**src/rtl/ram_fifo_controller.sv**
```systemverilog
// First-word-fall-through FIFO controller driving a true_dual_port_ram (port 0 write, port 1 read).
// Optional sticky overflow/underflow flags are enabled by defining RAM_FIFO_ERROR_FLAGS_EN.
module ram_fifo_controller #(
  parameter int WIDTH                  = 8,
  parameter int DEPTH                  = 16,
  parameter int ADDRESS_WIDTH          = $clog2(DEPTH),
  parameter int ALMOST_FULL_THRESHOLD  = DEPTH - 1,
  parameter int ALMOST_EMPTY_THRESHOLD = 1
) (
  input  logic                     clock,
  input  logic                     resetn,
  input  logic                     write_enable,
  input  logic [WIDTH-1:0]         write_data,
  output logic                     full,
  output logic                     almost_full,
  input  logic                     read_enable,
  output logic [WIDTH-1:0]         read_data,
  output logic                     empty,
  output logic                     almost_empty,
  output logic [ADDRESS_WIDTH:0]   level,
  output logic                     overflow,
  output logic                     underflow,
  output logic                     ram_port_0_write_enable,
  output logic                     ram_port_0_read_enable,
  output logic [ADDRESS_WIDTH-1:0] ram_port_0_address,
  output logic [WIDTH-1:0]         ram_port_0_write_data,
  output logic                     ram_port_1_write_enable,
  output logic                     ram_port_1_read_enable,
  output logic [ADDRESS_WIDTH-1:0] ram_port_1_address,
  output logic [WIDTH-1:0]         ram_port_1_write_data,
  input  logic [WIDTH-1:0]         ram_port_1_read_data
);

  localparam logic [ADDRESS_WIDTH-1:0] LAST_ADDRESS = ADDRESS_WIDTH'(DEPTH - 1);
  localparam logic [ADDRESS_WIDTH:0]   FULL_LEVEL   = (ADDRESS_WIDTH + 1)'(DEPTH);
  localparam logic [ADDRESS_WIDTH:0]   AF_LEVEL     = (ADDRESS_WIDTH + 1)'(ALMOST_FULL_THRESHOLD);
  localparam logic [ADDRESS_WIDTH:0]   AE_LEVEL     = (ADDRESS_WIDTH + 1)'(ALMOST_EMPTY_THRESHOLD);

  logic [ADDRESS_WIDTH-1:0] write_pointer;
  logic [ADDRESS_WIDTH-1:0] read_pointer;
  logic                     push;
  logic                     pop;

  always_comb begin
    empty        = (level == '0);
    full         = (level == FULL_LEVEL);
    almost_full  = (level >= AF_LEVEL);
    almost_empty = (level <= AE_LEVEL);
    push         = write_enable & ~full;
    pop          = read_enable & ~empty;
  end

  // Pointers wrap by explicit compare so DEPTH need not be a power of two.
  always_ff @(posedge clock or negedge resetn) begin
    if (!resetn) begin
      write_pointer <= '0;
      read_pointer  <= '0;
      level         <= '0;
    end else begin
      if (push) write_pointer <= (write_pointer == LAST_ADDRESS) ? '0 : write_pointer + 1'b1;
      if (pop)  read_pointer  <= (read_pointer == LAST_ADDRESS) ? '0 : read_pointer + 1'b1;
      case ({push, pop})
        2'b10:   level <= level + 1'b1;
        2'b01:   level <= level - 1'b1;
        default: level <= level;
      endcase
    end
  end

`ifdef RAM_FIFO_ERROR_FLAGS_EN
  logic overflow_q;
  logic underflow_q;

  always_ff @(posedge clock or negedge resetn) begin
    if (!resetn) begin
      overflow_q  <= 1'b0;
      underflow_q <= 1'b0;
    end else begin
      if (write_enable && full) overflow_q  <= 1'b1;
      if (read_enable && empty) underflow_q <= 1'b1;
    end
  end

  assign overflow  = overflow_q;
  assign underflow = underflow_q;
`else
  assign overflow  = 1'b0;
  assign underflow = 1'b0;
`endif

  assign read_data               = empty ? '0 : ram_port_1_read_data;
  assign ram_port_0_write_enable = push;
  assign ram_port_0_read_enable  = 1'b0;
  assign ram_port_0_address      = write_pointer;
  assign ram_port_0_write_data   = write_data;
  assign ram_port_1_write_enable = 1'b0;
  assign ram_port_1_read_enable  = ~empty;
  assign ram_port_1_address      = read_pointer;
  assign ram_port_1_write_data   = '0;

endmodule

```
**config.mk**
```make
export PLATFORM = sky130hd
export DESIGN_NAME = ram_fifo_controller
export DESIGN_NICKNAME = d
export VERILOG_FILES = /design/src/rtl/ram_fifo_controller.sv
export SDC_FILE = /design/constraint.sdc
export NUM_CORES = 1
export LEC_CHECK = 0
export ABC_AREA = 1
export CORE_MARGIN = 2
export CORE_UTILIZATION = 36
export CTS_CLUSTER_SIZE = 12
export DETAILED_ROUTE_END_ITERATION = 6
export PLACE_DENSITY = 0.89
export SKIP_LAST_GASP = 1
export SLEW_MARGIN = 20
export SYNTH_ARGS = -nofsm -noshare
export SYNTH_HDL_FRONTEND = slang
export SYNTH_SLANG_ARGS = --single-unit
```
**constraint.sdc**
```tcl
create_clock -name clock -period 4 [get_ports clock]
set_clock_uncertainty 0.15 [all_clocks]
set_input_delay 0.8 -clock clock [delete_from_list [all_inputs] [get_ports clock]]
set_output_delay 0.8 -clock clock [all_outputs]
set_load 0.01 [all_outputs]
```
## Word level (Yosys, flattened, before mapping)

Cells that the tools add are included.
W data, S select, Z words.

- Register bits after elaboration: 13
- Logic and storage cells: 24
- Output and inout bits: 47

- $lt $le $gt $ge: 2
- Muxes and demuxes: 4
- Reduce and logical (&&, ||, !) cells: 2
- Equal/unequal tests: 5
- $add $sub $neg: 4
- Bitwise logic cells: 4

Operator list:

| operator | number |
|---|---|
| $pmux W5 S2 | 1 |
| $add A4 B1 Y4 const B | 2 |
| $eq A4 B4 Y1 const B | 2 |
| $mux W4 | 2 |
| $mux W8 | 1 |
| $add A5 B1 Y5 const B | 1 |
| $eq A5 B5 Y1 const B | 1 |
| $ge A5 B4 Y1 const B | 1 |
| $le A5 B1 Y1 const B | 1 |
| $logic_not A5 Y1 | 1 |
| $sub A5 B1 Y5 const B | 1 |
| $and A1 B1 Y1 | 2 |
| $eq A2 B1 Y1 const B | 1 |
| $eq A2 B2 Y1 const B | 1 |
| $not A1 Y1 | 2 |
| $reduce_bool A2 Y1 | 1 |

## Depth between registers and ports, before layout

Gate-level depths: netlist of run 1.

- Word-level depth: 5
- Depth in mapped cells: 12
- Mapped depth without buffers: 12

## Worst setup path after synthesis of run 1

No wires, ideal clock.

- Path kind: reg2out
- Start point: register level[0]
- End point: output port read_data[0]
- Arrival time: 1.165 ns
- Required time: 3.050 ns
- Stages on the path, launching flop included: 7
- Path slack: 1.885 ns
- Path through: dfrtp_1 -> inv_1 -> ha_1 -> nand3_2 -> buf_6 -> nand2_1 -> inv_1

- Word-level cells in the longest chain between the ends: 2

RTL lines:

| element | RTL line | text |
|---|---|---|
| start: declaration | 20 | `output logic [ADDRESS_WIDTH:0] level,` |
| start signal: assignment | 63 | `2'b10: level <= level + 1'b1;` |
| start signal: assignment | 64 | `2'b01: level <= level - 1'b1;` |
| start signal: assignment | 65 | `default: level <= level;` |
| $logic_not A5 Y1 | 45 | `empty = (level == '0);` |
| $mux W8 | 91 | `assign read_data = empty ? '0 : ram_port_1_read_data;` |
| end: declaration | 17 | `output logic [WIDTH-1:0] read_data,` |

Every way passes these cells.

## Final worst setup path of run 1

- Start point: register level[0]
- End point: output port almost_full

- Word-level cells in the longest chain between the ends: 1

RTL lines:

| element | RTL line | text |
|---|---|---|
| $ge A5 B4 Y1 | 47 | `almost_full = (level >= AF_LEVEL);` |
| end: declaration | 15 | `output logic almost_full,` |

Every way passes these cells.

==> results of run 1 <==
final timing paths:
path / startpoint / endpoint / slack, ns / cells after the start
worst max-delay path: level[0]$_DFFE_PN0P_ / almost_full / 1.03 / 7
worst min-delay path: ram_port_1_address[3]$_DFFE_PN0P_ / ram_port_1_address[3]$_DFFE_PN0P_ / 0.43 / 2
worst max register to register: level[0]$_DFFE_PN0P_ / level[2]$_DFFE_PN0P_ / 1.70 / 10
worst min register to register: ram_port_1_address[3]$_DFFE_PN0P_ / ram_port_1_address[3]$_DFFE_PN0P_ / 0.43 / 2
max in group asynchronous: resetn / ram_port_0_address[1]$_DFFE_PN0P_ / 2.58 / 1
min in group asynchronous: resetn / ram_port_1_address[3]$_DFFE_PN0P_ / 0.74 / 1
state kept, by name, indices dropped and copies added (netlist names):
register and flops:
ram_port_0_address 4, ram_port_1_address 4, level 5
power by group through the flow:
stage                     logic (mW)  clock network, mW  registers (mW)
after global routing           0.575             0.0882           0.312
after detailed placement       0.512                  0           0.301
final                          0.514             0.0794           0.300
after floorplan                0.279                  0           0.305
after CTS                      0.519             0.0820           0.300
after global placement         0.500                  0           0.295
critical path, stage by stage (launching register included):
cell and delay (ns):
dfrtp_1 0.48, ha_1 0.18, inv_1 0.04, nor3_1 0.17, ha_1 0.19, nor2_1 0.04
o21ai_0 0.09, clkdlybuf4s50_1 0.56
through the flow:
stage | worst slack [ns] | power (mW) | utilization, % | cell area (sq um)
2_1_floorplan | 1.88 | 0.584 | - | 1110
3_3_place_gp | 1.02 | 0.795 | 48.9 | 1370
3_5_place_dp | 1.04 | 0.813 | 48.9 | 1370
4_1_cts | 1.03 | 0.901 | 49.9 | 1400
5_1_grt | 0.946 | 0.976 | 49.9 | 1400
6_report | 1.03 | 0.893 | 49.9 | 1400
layout make-up:
class	count	area share [%]
Multi-Input combinational cell	96	37.7
Inverter	27	7.25
Tap cell	31	2.77
Sequential cell	13	23.3
Clock buffer	4	1.88
Timing Repair Buffer	38	27.2
cells in the final DEF (no fill, tap or decap), drive strengths merged:
cell	n
a211oi	1
a21oi	1
clkbuf	4
clkdlybuf4s50	38
conb	12
dfrtp	13
ha	8
inv	27
nand2	42
nand3	13
nand4	3
nor2	3
nor3	1
o21ai	7
xnor2	4
xor2	1
logic make-up after synthesis:
| logic type | Yosys count | synth area share [%] |
|---|---|---|
| fa+ha+maj | 8 | 9.32 |
| other cells | 1 | 0.349 |
| compound gates | 9 | 4.43 |
| simple gates | 62 | 27.0 |
| flops | 13 | 30.3 |
| xor+xnor | 5 | 4.08 |
| buf+inv | 48 | 24.5 |
layer usage:
| metal | up-vias | GRT usage, % | part of all wire (%) |
|---|---|---|---|
| li1 | 480 | - | - |
| met1 | 424 | 15.0 | 42 |
| met2 | 48 | 22.8 | 46 |
| met3 | 4 | 4.84 | 11 |
| met4 | 0 | 3.57 | 1.2 |
| met5 | - | 0 | 0 |
==> run metrics, run 1 <==
outcome=complete, but fails checks; failing checks=DRC; Initial Util=38.3%; total track usage=13.0%; register bit count reported by yosys=13; Sw Share=44.0%; CTS Buffer Depth=2; area taken by multi-input logic gates=527 sq um; RD Place Congestion=0.937; VDD IR max=0.000334 V; PwrDens=639 nW/um^2; Die Y=58.6 microns; Fill cells=266; Worst slew margin=61.6%; Storage cell area=325 sq um; I/O pin count=67; grt ovf=0; syn avg cell area=7.35 sq um; Placed Cells incl. Taps=205; Layout Cells excl Fill=209; share of layout cells above drive strength 1=6.18%; largest net degree at the start of global routing=14; crit-path max FO=6; nets@finish=207; worst hold path class=register to register; DP HPWL=1750 microns; max-slew violation count=0; Max-cap violations=0; number of buffers created by CTS=3; H-Tree Depth=1; first-pass GRT wire length=3500 microns; EDFF count, synth=0; Final Cycle Share=74.2%; Layout area overhead=30.3%; Die W=58.6 microns; WS Path Type=register to primary output; Post-Syn Instances=146; Switch Pwr=0.393 mW; clk sink count=13; vias in the first global route=833; I/O Buffers=38; Final Hold Viols=0; Netlist cell types=20; Core Region=2810 sq um; via count=956; clock latency on the worst-skew pair=0.27 ns; clock slew at reported path FFs=0.08 ns; crit path time final=2.97 ns; setup tns final=0 ns; DIE AREA=3430 sq um; antenna violations before repair=0; leading area contributor after synthesis=dfrtp_1; FFs w/ async S/R, synth=100%; # hold bufs at CTS=0; 1st-pass router iterations=6; Seq pwr share=33.5%; P_leak=0.733 nW; CTS tree=done; # Post-CTS Setup Buffers=0; post-synthesis sequential area ratio=30.3%; routed wire length=2230 microns; Max Freq=0.337 GHz; endpoints failing setup=0; WL per Instance=10.7 microns; Iter 0 DRT Violations=39; Crit. End Element=primary output; Critical Path Source Type=register; hold slack final=0.430 ns; Int Pwr=0.500 mW; row count=19; Antenna Nets Post-Route=0; Synth warnings=0; RSZ-0062 raised after global routing=false; CP arrival=2.02 ns; Tightest Pin Transition=0.575 ns; CTS-repair resized insts=0; Main synth FF type=dfrtp_1; DR vias/cell=4.57; Combinational Power Share=57.6%; Mapped Area=1070 sq um; Area contributors post-synth=dfrtp_1 30%, buf_4 14%, nand2_1 14%; Clock power frac=8.9%; CP required=3.05 ns; top post-synthesis cells by count=40 x nand2_1, 24 x inv_1, 20 x buf_4; post-synth top area share=30.3%; post-route DRC violation count=9; most numerous cell in the Yosys netlist=nand2_1; Root Buffer=clkbuf_4; Ant. Diodes=0
(Power assumes the default switching activity.)
==> run 2, diff against run 1 <==
Settings changed: CORE_UTILIZATION 36 to 33, PLACE_DENSITY 0.89 to 0.86.
Clock period 4 ns to 2.4 ns, I/O delays scaled along.
==> run 2 against run 1 <==
Non-clock buffer count is 10 higher. Combinational power is 94% higher. Sequential power is 56% higher. Global-route usage is 0.18 points higher. Sequential share of layout area is 1.9 points lower. Clock power is 69% higher. The flow now finishes without violations. Hold slack worse by 0.0050 ns. Critical path type unchanged. First-iteration DRC count is 36% lower. Power is 79% higher. Setup slack worse by 0.94 ns. Largest cell class unchanged.
==> run metrics, run 2 (synthesized netlist as in run 1, its figures left out) <==
beginning of the worst hold path=ram_port_1_address[3]$_DFFE_PN0P_; clock latency on the worst-skew pair=0.27 ns (about the same); via count=984 (+2.9%); max-slew violation count=0 (unchanged); Initial Util=34.9% (-3.4 points); CP arrival=1.68 ns (-0.34 ns); outcome=completed; Antenna Nets Post-Route=0 (unchanged); area taken by multi-input logic gates=547 sq um (+3.8%); Die Y=61.0 microns (+4.1%); nets@finish=217 (+4.8%); Combinational Power Share=62.4% (+4.8 points); Tightest Pin Transition=0.620 ns (+0.0451 ns); routed wire length=2290 microns (+2.5%); most frequent cells in the layout=40 x nand2_1, 29 x clkdlybuf4s50_1, 22 x inv_1; Max Freq=0.433 GHz; grt ovf=0 (unchanged); WL per Instance=9.87 microns (-7.7%); share of layout cells above drive strength 1=13.3% (+7.1 points); Layout area overhead=42.2%; CP required=1.77 ns (-1.28 ns); worst hold path class=register to register; Reg with most FFs=level; number of buffers created by CTS=3 (unchanged); antenna violations before repair=0 (unchanged); commonest non-fill, non-tap cell in the layout=nand2_1; Switch Pwr=0.679 mW (+73%); Setup crit start=level[0]$_DFFE_PN0P_; WS Path Type=register to primary output; VDD IR max=0.000497 V (+49%); CTS Buffer Depth=2 (unchanged); post-route setup slack=0.0912 ns (-0.942 ns); CTS tree=done; Final Hold Viols=0 (unchanged); Ant. Diodes=0 (unchanged); clock slew at reported path FFs=0.08 ns (about the same); 1st-pass router iterations=4 (-2); total track usage=13.2% (+0.18 points); FF-to-FF Start=level[0]$_DFFE_PN0P_; Core Region=3080 sq um (+9.7%); post-route DRC violation count=0 (-9); Util after Layout=49.6% (-0.27 points); crit-path max FO=3 (-3); Int Pwr=0.919 mW (+84%); I/O pin count=67 (unchanged); Max-cap violations=0 (unchanged); first-pass GRT wire length=3710 microns (+5.9%); largest net degree at the start of global routing=14 (unchanged); RD Place Congestion=0.842 (-10%); Critical Path Source Type=register; Seq pwr share=29.3% (-4.2 points); Worst slew margin=58.5% (-3.0 points); I/O Buffers=38 (unchanged); Root Buffer=clkbuf_4; Sw Share=42.5% (-1.5 points); row count=20 (+1); vias in the first global route=925 (+11%); Pwr Total=1.60 mW (+79%); endpoints failing setup=0 (unchanged); Fill cells=285 (+7.1%); Clock power frac=8.4% (-0.5 points); clk sink count=13 (unchanged); P_leak=0.859 nW (+17%); DR vias/cell=4.24 (-7.3%); Iter 0 DRT Violations=25 (-36%); number of flip-flops in the largest register=5 (unchanged); Crit. End Element=primary output; Layout Cells excl Fill=232 (+11%); DIE AREA=3730 sq um (+8.5%); PwrDens=1050 nW/um^2 (+64%); Die W=61.0 microns (+4.1%); H-Tree Depth=1 (unchanged); Placed Cells incl. Taps=221 (+7.8%); dpl ws=0.0909 ns (-0.948 ns); DP HPWL=1780 microns (+1.4%); crit path time final=2.31 ns; Storage cell area=327 sq um (+0.38%); Final Cycle Share=96.2%
-- run 2: changes by cell type in the layout (fill, tap and decap cells not counted), sizes merged --
cell and delta:
dlymetal6s2s +7, dlygate4sd2 +2, buf +10, clkdlybuf4s50 -9
-- run 2: cell type report --
type                    count  share of cell area [%]
clock buffers               4                    1.72
inverters                  27                    6.64
multi-input cells          96                    35.8
flip-flops and latches     13                    21.4
well taps                  44                    3.61
repair buffers             48                    30.8
-- run 2: final timing paths --
kind | to | slack (ns) | depth (start not counted)
max | full | 0.09 | 5
min | ram_port_1_address[3]$_DFFE_PN0P_ | 0.43 | 2
max reg2reg | level[2]$_DFFE_PN0P_ | 0.31 | 12
min reg2reg | ram_port_1_address[3]$_DFFE_PN0P_ | 0.43 | 2
max in group asynchronous | level[0]$_DFFE_PN0P_ | 1.22 | 1
min in group asynchronous | ram_port_0_address[2]$_DFFE_PN0P_ | 0.44 | 1
-- run 2: repair_timing --
action / CTS / global route
hold buffers: 0 / 0
gates cloned: 0 / 0
setup endpoints to repair: 14 / 11
setup buffers: 3 / 4
pin swaps: 0 / 0
gates resized for setup: 8 / 7
-- run 2: critical path, cell delays in order, from the launching register on --
cell,delay [ns]
dfrtp_2,0.43
inv_2,0.10
ha_4,0.16
nand3_2,0.11
inv_1,0.08
clkdlybuf4s50_1,0.53
-- run 2: per-stage QoR --
| step | cell area [sq um] | hold WS (ns) | setup TNS (ns) |
|---|---|---|---|
| after floorplan | 1110 | 0.0344 | 0 |
| after global placement | 1410 | 0.391 | 0 |
| after detailed placement | 1410 | 0.405 | 0 |
| after CTS | 1480 | 0.429 | 0 |
| after global routing | 1530 | 0.456 | -0.0121 |
| final | 1530 | 0.425 | 0 |
-- run 2: power groups by stage --
stage	combinational, mW	clock (mW)	sequential, mW
final	0.997	0.134	0.468
after global routing	1.12	0.155	0.488
after CTS	0.964	0.145	0.473
after detailed placement	0.890	0	0.481
after global placement	0.862	0	0.476
after floorplan	0.465	0	0.508
-- run 2: layer usage --
metal	track usage (%)	part of all wire (%)	vias up
met5	0	0	-
met4	3.11	0.83	0
met3	5.04	9.1	4
met2	24.5	50	37
met1	14.1	40	439
li1	-	-	504
